===== config.mk =====
export PLATFORM = sky130hd
export DESIGN_NAME = alu_mdu_flat
export DESIGN_NICKNAME = d
export VERILOG_FILES = /design/src/rtl/alu_mdu_pkg.sv /design/src/rtl/alu_mdu_if.sv /design/src/rtl/alu_mdu_iter.sv /design/src/rtl/alu_mdu.sv /design/src/flat_wrapper.sv
export SDC_FILE = /design/constraint.sdc
export NUM_CORES = 1
export LEC_CHECK = 0
export ABC_AREA = 0
export CAP_MARGIN = 40
export CELL_PAD_IN_SITES_DETAIL_PLACEMENT = 1
export CELL_PAD_IN_SITES_GLOBAL_PLACEMENT = 1
export CORE_MARGIN = 2
export CORE_UTILIZATION = 45
export DETAILED_ROUTE_END_ITERATION = 6
export MAX_ROUTING_LAYER = met4
export PLACE_DENSITY = 0.84
export REMOVE_ABC_BUFFERS = 1
export SYNTH_ARGS = -nofsm -noshare
export SYNTH_HDL_FRONTEND = slang
export SYNTH_SLANG_ARGS = --single-unit

===== constraint.sdc =====
create_clock -name clk -period 6.4 [get_ports clk]
set_clock_uncertainty 0.1 [all_clocks]
set_input_delay 1.28 -clock clk [delete_from_list [all_inputs] [get_ports clk]]
set_output_delay 1.28 -clock clk [all_outputs]
set_load 0.02 [all_outputs]

===== src/rtl/alu_mdu_pkg.sv =====
// Shared definitions for the alu_mdu execute unit: op codes, FSM states and
// width-parametrised constants used by the divide special cases.
package alu_mdu_pkg;

   localparam logic [4:0] OP_ADD    = 5'd0;
   localparam logic [4:0] OP_SUB    = 5'd1;
   localparam logic [4:0] OP_XOR    = 5'd2;
   localparam logic [4:0] OP_OR     = 5'd3;
   localparam logic [4:0] OP_AND    = 5'd4;
   localparam logic [4:0] OP_SLL    = 5'd5;
   localparam logic [4:0] OP_SRL    = 5'd6;
   localparam logic [4:0] OP_SRA    = 5'd7;
   localparam logic [4:0] OP_SLT    = 5'd8;
   localparam logic [4:0] OP_SLTU   = 5'd9;
   localparam logic [4:0] OP_MUL    = 5'd16;
   localparam logic [4:0] OP_MULH   = 5'd17;
   localparam logic [4:0] OP_MULHSU = 5'd18;
   localparam logic [4:0] OP_MULHU  = 5'd19;
   localparam logic [4:0] OP_DIV    = 5'd20;
   localparam logic [4:0] OP_DIVU   = 5'd21;
   localparam logic [4:0] OP_REM    = 5'd22;
   localparam logic [4:0] OP_REMU   = 5'd23;

   // Widest XLEN the constant helpers below can describe.
   localparam int MAX_XLEN = 128;

   typedef enum logic [1:0] {
      IDLE = 2'd0,
      ITER = 2'd1,
      DONE = 2'd2
   } state_t;

   function automatic logic [MAX_XLEN-1:0] all_ones(input int w);
      return {MAX_XLEN{1'b1}} >> (MAX_XLEN - w);
   endfunction

   function automatic logic [MAX_XLEN-1:0] min_neg(input int w);
      return {{(MAX_XLEN-1){1'b0}}, 1'b1} << (w - 1);
   endfunction

endpackage


===== src/rtl/alu_mdu_if.sv =====
// Request/response bundle between the issue stage and the alu_mdu execute unit.
interface alu_mdu_if #(
   parameter int XLEN = 32
);
   logic            in_valid;
   logic            in_ready;
   logic [4:0]      op;
   logic [XLEN-1:0] a;
   logic [XLEN-1:0] b;
   logic            kill;
   logic            out_valid;
   logic            out_ready;
   logic [XLEN-1:0] result;
   logic            busy;

   modport master (
      output in_valid, op, a, b, kill, out_ready,
      input  in_ready, out_valid, result, busy
   );

   modport slave (
      input  in_valid, op, a, b, kill, out_ready,
      output in_ready, out_valid, result, busy
   );
endinterface


===== src/rtl/alu_mdu_iter.sv =====
// Iterative multiply/divide datapath: one shift-add or restoring-subtract step
// per cycle on operand magnitudes, with the sign fixed up on the final step.
module mdu_iter #(
   parameter int XLEN = 32
) (
   input  logic            clk,
   input  logic            rst_n,
   input  logic            start,
   input  logic            is_div,
   input  logic [1:0]      op,
   input  logic [XLEN-1:0] a,
   input  logic [XLEN-1:0] b,
   input  logic            kill,
   output logic            done,
   output logic [XLEN-1:0] res
);
   localparam int SHW = $clog2(XLEN);

   logic            run_q, run_d;
   logic [SHW-1:0]  cnt_q, cnt_d;
   logic [XLEN-1:0] acc_q, acc_d, lo_q, lo_d, mc_q, mc_d;
   logic            div_q, div_d, hi_q, hi_d, rsel_q, rsel_d;
   logic            negq_q, negq_d, negr_q, negr_d;

   logic            a_sgn, b_sgn, a_neg, b_neg;
   logic [XLEN-1:0] a_mag, b_mag;
   logic [XLEN:0]   sum, sh;
   logic            ge;
   logic [XLEN-1:0] acc_n, lo_n, quo_f, rem_f;
   logic [2*XLEN-1:0] prod, prod_f;

   // Multiply: op 00 MUL, 01 MULH, 10 MULHSU, 11 MULHU. Divide: op[0]=unsigned, op[1]=remainder.
   always_comb begin
      a_sgn = is_div ? !op[0] : ((op == 2'b01) || (op == 2'b10));
      b_sgn = is_div ? !op[0] : (op == 2'b01);
      a_neg = a_sgn & a[XLEN-1];
      b_neg = b_sgn & b[XLEN-1];
      a_mag = a_neg ? -a : a;
      b_mag = b_neg ? -b : b;
   end

   always_comb begin
      sum = {1'b0, acc_q} + (lo_q[0] ? {1'b0, mc_q} : '0);
      sh  = {acc_q, lo_q[XLEN-1]};
      ge  = (sh >= {1'b0, mc_q});
      if (div_q) begin
         acc_n = ge ? XLEN'(sh - {1'b0, mc_q}) : sh[XLEN-1:0];
         lo_n  = {lo_q[XLEN-2:0], ge};
      end else begin
         acc_n = sum[XLEN:1];
         lo_n  = {sum[0], lo_q[XLEN-1:1]};
      end
      prod   = {acc_n, lo_n};
      prod_f = negq_q ? -prod : prod;
      quo_f  = negq_q ? -lo_n : lo_n;
      rem_f  = negr_q ? -acc_n : acc_n;
      if (div_q) res = rsel_q ? rem_f : quo_f;
      else       res = hi_q ? prod_f[2*XLEN-1:XLEN] : prod_f[XLEN-1:0];
      done = run_q && (cnt_q == '0);
   end

   always_comb begin
      run_d  = run_q;
      cnt_d  = cnt_q;
      acc_d  = acc_q;
      lo_d   = lo_q;
      mc_d   = mc_q;
      div_d  = div_q;
      hi_d   = hi_q;
      rsel_d = rsel_q;
      negq_d = negq_q;
      negr_d = negr_q;
      if (start) begin
         run_d  = 1'b1;
         cnt_d  = SHW'(XLEN - 1);
         acc_d  = '0;
         lo_d   = is_div ? a_mag : b_mag;
         mc_d   = is_div ? b_mag : a_mag;
         div_d  = is_div;
         hi_d   = !is_div && (op != 2'b00);
         rsel_d = is_div && op[1];
         negq_d = a_neg ^ b_neg;
         negr_d = a_neg;
      end else if (run_q) begin
         acc_d = acc_n;
         lo_d  = lo_n;
         if (cnt_q == '0) run_d = 1'b0;
         else             cnt_d = cnt_q - SHW'(1);
      end
      if (kill) run_d = 1'b0;
   end

   always_ff @(posedge clk or negedge rst_n) begin
      if (!rst_n) begin
         run_q <= 1'b0;
         cnt_q <= '0;
      end else begin
         run_q <= run_d;
         cnt_q <= cnt_d;
      end
   end

   always_ff @(posedge clk) begin
      acc_q  <= acc_d;
      lo_q   <= lo_d;
      mc_q   <= mc_d;
      div_q  <= div_d;
      hi_q   <= hi_d;
      rsel_q <= rsel_d;
      negq_q <= negq_d;
      negr_q <= negr_d;
   end

endmodule


===== src/rtl/alu_mdu.sv =====
// Handshaked RV32I/RV32M execute unit: single-cycle base ops and divide
// special cases, iterative MUL*/DIV*/REM* through mdu_iter, flushable by kill.
module alu_mdu #(
   parameter int XLEN = 32
) (
   input logic      clk,
   input logic      rst_n,
   alu_mdu_if.slave bus
);
   import alu_mdu_pkg::*;

   localparam int SHW = $clog2(XLEN);
   localparam logic [XLEN-1:0] ALL_ONES = XLEN'(all_ones(XLEN));
   localparam logic [XLEN-1:0] MIN_NEG  = XLEN'(min_neg(XLEN));

   state_t          state_q, state_d;
   logic [XLEN-1:0] result_q, result_d;
   logic [XLEN-1:0] base_res, spec_res, iter_res;
   logic            accept, is_m, is_div, special, start, iter_done;
   logic [SHW-1:0]  shamt;
   logic signed [XLEN-1:0] a_s, b_s;

   assign bus.in_ready  = (state_q == IDLE) && !bus.kill;
   assign bus.out_valid = (state_q == DONE);
   assign bus.busy      = (state_q == ITER);
   assign bus.result    = result_q;

   assign accept = bus.in_valid && bus.in_ready;
   assign is_m   = (bus.op[4:3] == 2'b10);
   assign is_div = bus.op[2];
   assign shamt  = bus.b[SHW-1:0];
   assign a_s    = bus.a;
   assign b_s    = bus.b;

   // Divide by zero and signed overflow are answered directly, without iterating.
   assign special = is_m && is_div &&
                    ((bus.b == '0) || (!bus.op[0] && (bus.a == MIN_NEG) && (bus.b == ALL_ONES)));
   assign spec_res = (bus.b == '0) ? (bus.op[1] ? bus.a : ALL_ONES)
                                   : (bus.op[1] ? '0 : MIN_NEG);
   assign start = accept && is_m && !special;

   always_comb begin
      base_res = '0;
      case (bus.op)
         OP_ADD:  base_res = bus.a + bus.b;
         OP_SUB:  base_res = bus.a - bus.b;
         OP_XOR:  base_res = bus.a ^ bus.b;
         OP_OR:   base_res = bus.a | bus.b;
         OP_AND:  base_res = bus.a & bus.b;
         OP_SLL:  base_res = bus.a << shamt;
         OP_SRL:  base_res = bus.a >> shamt;
         OP_SRA:  base_res = a_s >>> shamt;
         OP_SLT:  base_res = {{(XLEN-1){1'b0}}, (a_s < b_s)};
         OP_SLTU: base_res = {{(XLEN-1){1'b0}}, (bus.a < bus.b)};
         default: base_res = '0;
      endcase
   end

   mdu_iter #(.XLEN(XLEN)) u_iter (
      .clk    (clk),
      .rst_n  (rst_n),
      .start  (start),
      .is_div (is_div),
      .op     (bus.op[1:0]),
      .a      (bus.a),
      .b      (bus.b),
      .kill   (bus.kill),
      .done   (iter_done),
      .res    (iter_res)
   );

   always_comb begin
      state_d  = state_q;
      result_d = result_q;
      case (state_q)
         IDLE: begin
            if (accept) begin
               if (start) begin
                  state_d = ITER;
               end else begin
                  state_d  = DONE;
                  result_d = is_m ? spec_res : base_res;
               end
            end
         end
         ITER: begin
            if (iter_done) begin
               state_d  = DONE;
               result_d = iter_res;
            end
         end
         DONE: begin
            if (bus.out_ready) state_d = IDLE;
         end
         default: state_d = IDLE;
      endcase
      if (bus.kill) state_d = IDLE;
   end

   always_ff @(posedge clk or negedge rst_n) begin
      if (!rst_n) begin
         state_q  <= IDLE;
         result_q <= '0;
      end else begin
         state_q  <= state_d;
         result_q <= result_d;
      end
   end

endmodule


===== src/flat_wrapper.sv =====
// flat-port wrapper written by rule: the top's interface ports become plain ports
module alu_mdu_flat import alu_mdu_pkg::*;
#(
   parameter int XLEN = 32
)
  (clk, rst_n, bus_in_valid, bus_op, bus_a, bus_b, bus_kill, bus_out_ready, bus_in_ready, bus_out_valid, bus_result, bus_busy);
  alu_mdu_if #(.XLEN(XLEN)) bus_i ();
  input logic clk;
  input logic rst_n;
  input wire logic [$bits(bus_i.in_valid)-1:0] bus_in_valid;
  input wire logic [$bits(bus_i.op)-1:0] bus_op;
  input wire logic [$bits(bus_i.a)-1:0] bus_a;
  input wire logic [$bits(bus_i.b)-1:0] bus_b;
  input wire logic [$bits(bus_i.kill)-1:0] bus_kill;
  input wire logic [$bits(bus_i.out_ready)-1:0] bus_out_ready;
  output wire logic [$bits(bus_i.in_ready)-1:0] bus_in_ready;
  output wire logic [$bits(bus_i.out_valid)-1:0] bus_out_valid;
  output wire logic [$bits(bus_i.result)-1:0] bus_result;
  output wire logic [$bits(bus_i.busy)-1:0] bus_busy;
  assign bus_i.in_valid = bus_in_valid;
  assign bus_i.op = bus_op;
  assign bus_i.a = bus_a;
  assign bus_i.b = bus_b;
  assign bus_i.kill = bus_kill;
  assign bus_i.out_ready = bus_out_ready;
  assign bus_in_ready = bus_i.in_ready;
  assign bus_out_valid = bus_i.out_valid;
  assign bus_result = bus_i.result;
  assign bus_busy = bus_i.busy;
  alu_mdu #(.XLEN(XLEN)) u_core (.clk(clk), .rst_n(rst_n), .bus(bus_i));
endmodule

==> reports/results.ini, run 1 <==
[synth]
netlist.top_cell.by_area = ha_1
mappedNetlistArea_um2 = 25100
synth_edf_count = 69
yosys.cell_types.count = 96
synth_top_family_by_area = compound AO/OA/AOI/OAI gates
yosysTopAreaCellShare = 0.0858
synth_xor_area_frac = 0.0527
ys.flop_type = edfxtp_1
ys_async_sr_fraction = 0.284
synth_cells = 3391
yosysWarnings = 0
synth-seq-area-share = 0.148
yosys-top-cells-area = ha_1 8.6%, edfxtp_1 8.3%, mux2i_1 6.1%
ys_seq_elements = 141
synthMuxAreaShare = 0.128
synth-compound-area-share = 0.294
avgSynthCellArea_um2 = 7.39
synth_fa_ha_area_frac = 0.0890
synth-simple-area-share = 0.223

[floorplan]
die_y_um = 240
start_util = 0.455
core_area_um2 = 55100
die_w_um = 240
placementRows = 86
ioPinCount = 109
dieArea_um2 = 57600

[clock_tree]
cts-buffers-inserted = 17
htree_num_levels = 4
cts.clk_slew.worst_paths_ps = 70
root_buffer = clkbuf_16
cts_hold_buf = 0
cts_sinks = 141
cts_setup_buffers = 0
cts_resized = 0
cts_tree = built
clkLatencyLatePin_ps = 470
clock_path_buffers = 2

[worst_setup_path]
endpoint_kind = flip-flop
crit_type = flip-flop to flip-flop
crit_required_ps = 6690
cp-start-kind = flip-flop
critPathLaunch = u_core.u_iter.mc_q[28]
cp_max_fo = 13
cp.arrival_ps = 6120
r2r_slack_ps = 560
crit-reg2reg-launch = u_core.u_iter.mc_q[28]

[drt]
first_iter_violations = 3137
routed_wirelength_um = 133000
route.detailed.drc = 0
wl_per_cell_um = 31.7
drtPass1Iterations = 6
drtAntennaViolNets = 0
post_drt_via_cell_ratio = 7.12
vias = 30000

[timing]
setup_viol = 0
hold_viol = 0
fin_crit_sh = 0.912
fin_setup_tns_ps = 0
grt_setup_unrepaired = no
min_period_ps = 5840
drv_slew = 0
fmaxAchievable_mhz = 171
worst_slew_pin_slew_ps = 1020
relSlewSlack = 0.316
fin_ws_ps = 565

[global_routing]
grt_usage = 0.467
grt_pass1_vias = 30200
grt_pass1_wl_um = 195000
grt-ovfl-total = 0
antenna_found_initial = 11
grt_max_degree = 74

[finish]
nNetsFinal = 3685
seq_area_um2 = 3710
area_growth_pct = 11.9
multi_input_area_um2 = 19800
final_util = 0.509
final_layout_size_suffix_gt1_frac = 0.101
fill_cells = 6932

[placed_design]
place.gp.congestion = 1.14
hpwl_um = 105000
dp_slack_ps = 368
portBuffers = 108

[flow_run]
drv_cap = 0

[worst_hold_path]
holdCritPathClass = flip-flop to flip-flop
hold_start = u_core.bus.result[29]

[status]
run_status = completed

[power_and_ir_drop]
ir_drop_mv = 0.221
p_leak_uw = 0.0112
power_density_nw_per_um2 = 278

synth_stat cells, types with 64 or more instances:
cell type / n
a21oi_1: 289
clkbuf_1: 199
edfxtp_1: 69
ha_1: 172
inv_1: 166
mux2i_1: 154
nand2_1: 261
nand3_1: 64
nor2_1: 372
nor3_1: 89
o21ai_0: 211
xnor2_1: 116
stage by stage:
stage | total power, uW | cells | hold slack, ps | instance area, um^2
final | 7790 | 4205 | 381 | 28100
after global routing | 8150 | 4205 | 417 | 28100
after CTS | 7610 | 4194 | 382 | 28000
after detailed placement | 6510 | 4162 | 369 | 27400
after global placement | 6310 | 4156 | 369 | 27300
after floorplan | 4560 | 3139 | 389 | 24100
final cells by class:
type                       instances  share of cell area
antenna                            9            0.000803
clock buffer                      19              0.0162
clock inverter                    13             0.00549
inverter                         171              0.0229
multi-input combinational       2827               0.705
sequential                       141               0.132
tap                              748              0.0334
timing repair buffer             277              0.0842
layout by cell type (no fill, tap or decap), drive strengths merged, types with 32 or more instances in the layout:
master,count
a211oi,61
o21ai,218
and2,54
o211ai,47
nand3,66
ha,172
a221oi,40
nor2,372
nand4,61
dfxtp,32
nor3,89
inv,173
nand2,261
o31ai,59
xor2,35
mux4,60
a21oi,291
buf,176
a31oi,57
clkdlybuf4s50,101
xnor2,116
a21o,59
edfxtp,69
dfrtp,40
mux2i,154
or3,41
nor4,39
worst paths after layout:
| check | endpoint | cells past startpoint |
|---|---|---|
| max | u_core.bus.result[26] | 18 |
| min | u_core.bus.result[29] | 2 |
| max reg2reg | u_core.bus.result[26] | 18 |
| min reg2reg | u_core.bus.result[29] | 2 |
| max in group asynchronous | u_core.bus.result[22] | 2 |
| min in group asynchronous | u_core.bus.result[2] | 2 |
state kept, by name, indices dropped and copies added (netlist names), 2 cells and up:
name	cells
u_core.state_q	2
u_core.u_iter.mc_q	32
u_core.bus.result	32
u_core.u_iter.cnt_q	5
u_core.u_iter.acc_q	32
u_core.u_iter.lo_q	32
cell families (layout without fill, tap and decap cells):
kind of cell	Yosys count	in the layout
buffers and inverters	423	480
and+or+nand+nor	1146	1146
other	0	9
muxes	243	243
DFF	141	141
AOI/OAI and AO/OA	1111	1111
adders and majority gates	176	176
xor gates and xnor gates	151	151
worst max-delay path: stages, from the launching register on:
cell	delay [ps]
edfxtp_1	390
inv_1	60
ha_1	400
a21oi_1	210
o21a_1	340
a2bb2oi_1	290
and3_1	530
nand3_2	300
o211a_1	340
inv_1	100
ha_1	230
inv_1	60
nor4_1	330
buf_4	200
nand3_1	380
or4_1	830
nor4b_1	290
and4b_1	230
a21oi_1	120
report_power, final:
group | internal, uW | total (uW) | switching (uW)
sequential | 1140 | 1390 | 255
clock | 605 | 1060 | 460
combinational | 1880 | 5330 | 3460
metal layers:
layer / vias up / track usage / part of all wire
li1: 12800 / - / -
met1: 14700 / 0.522 / 0.37
met2: 1821 / 0.740 / 0.46
met3: 562 / 0.0750 / 0.081
met4: 0 / 0.379 / 0.095
met5: - / - / 0
Power figures use the tool's default switching activity.
==> inputs of run 2 (changes only) <==
Settings changed: TNS_END_PERCENT set to 1.
==> results of run 2 <==
Final layout, timing and power as in run 1 (identical DEF).
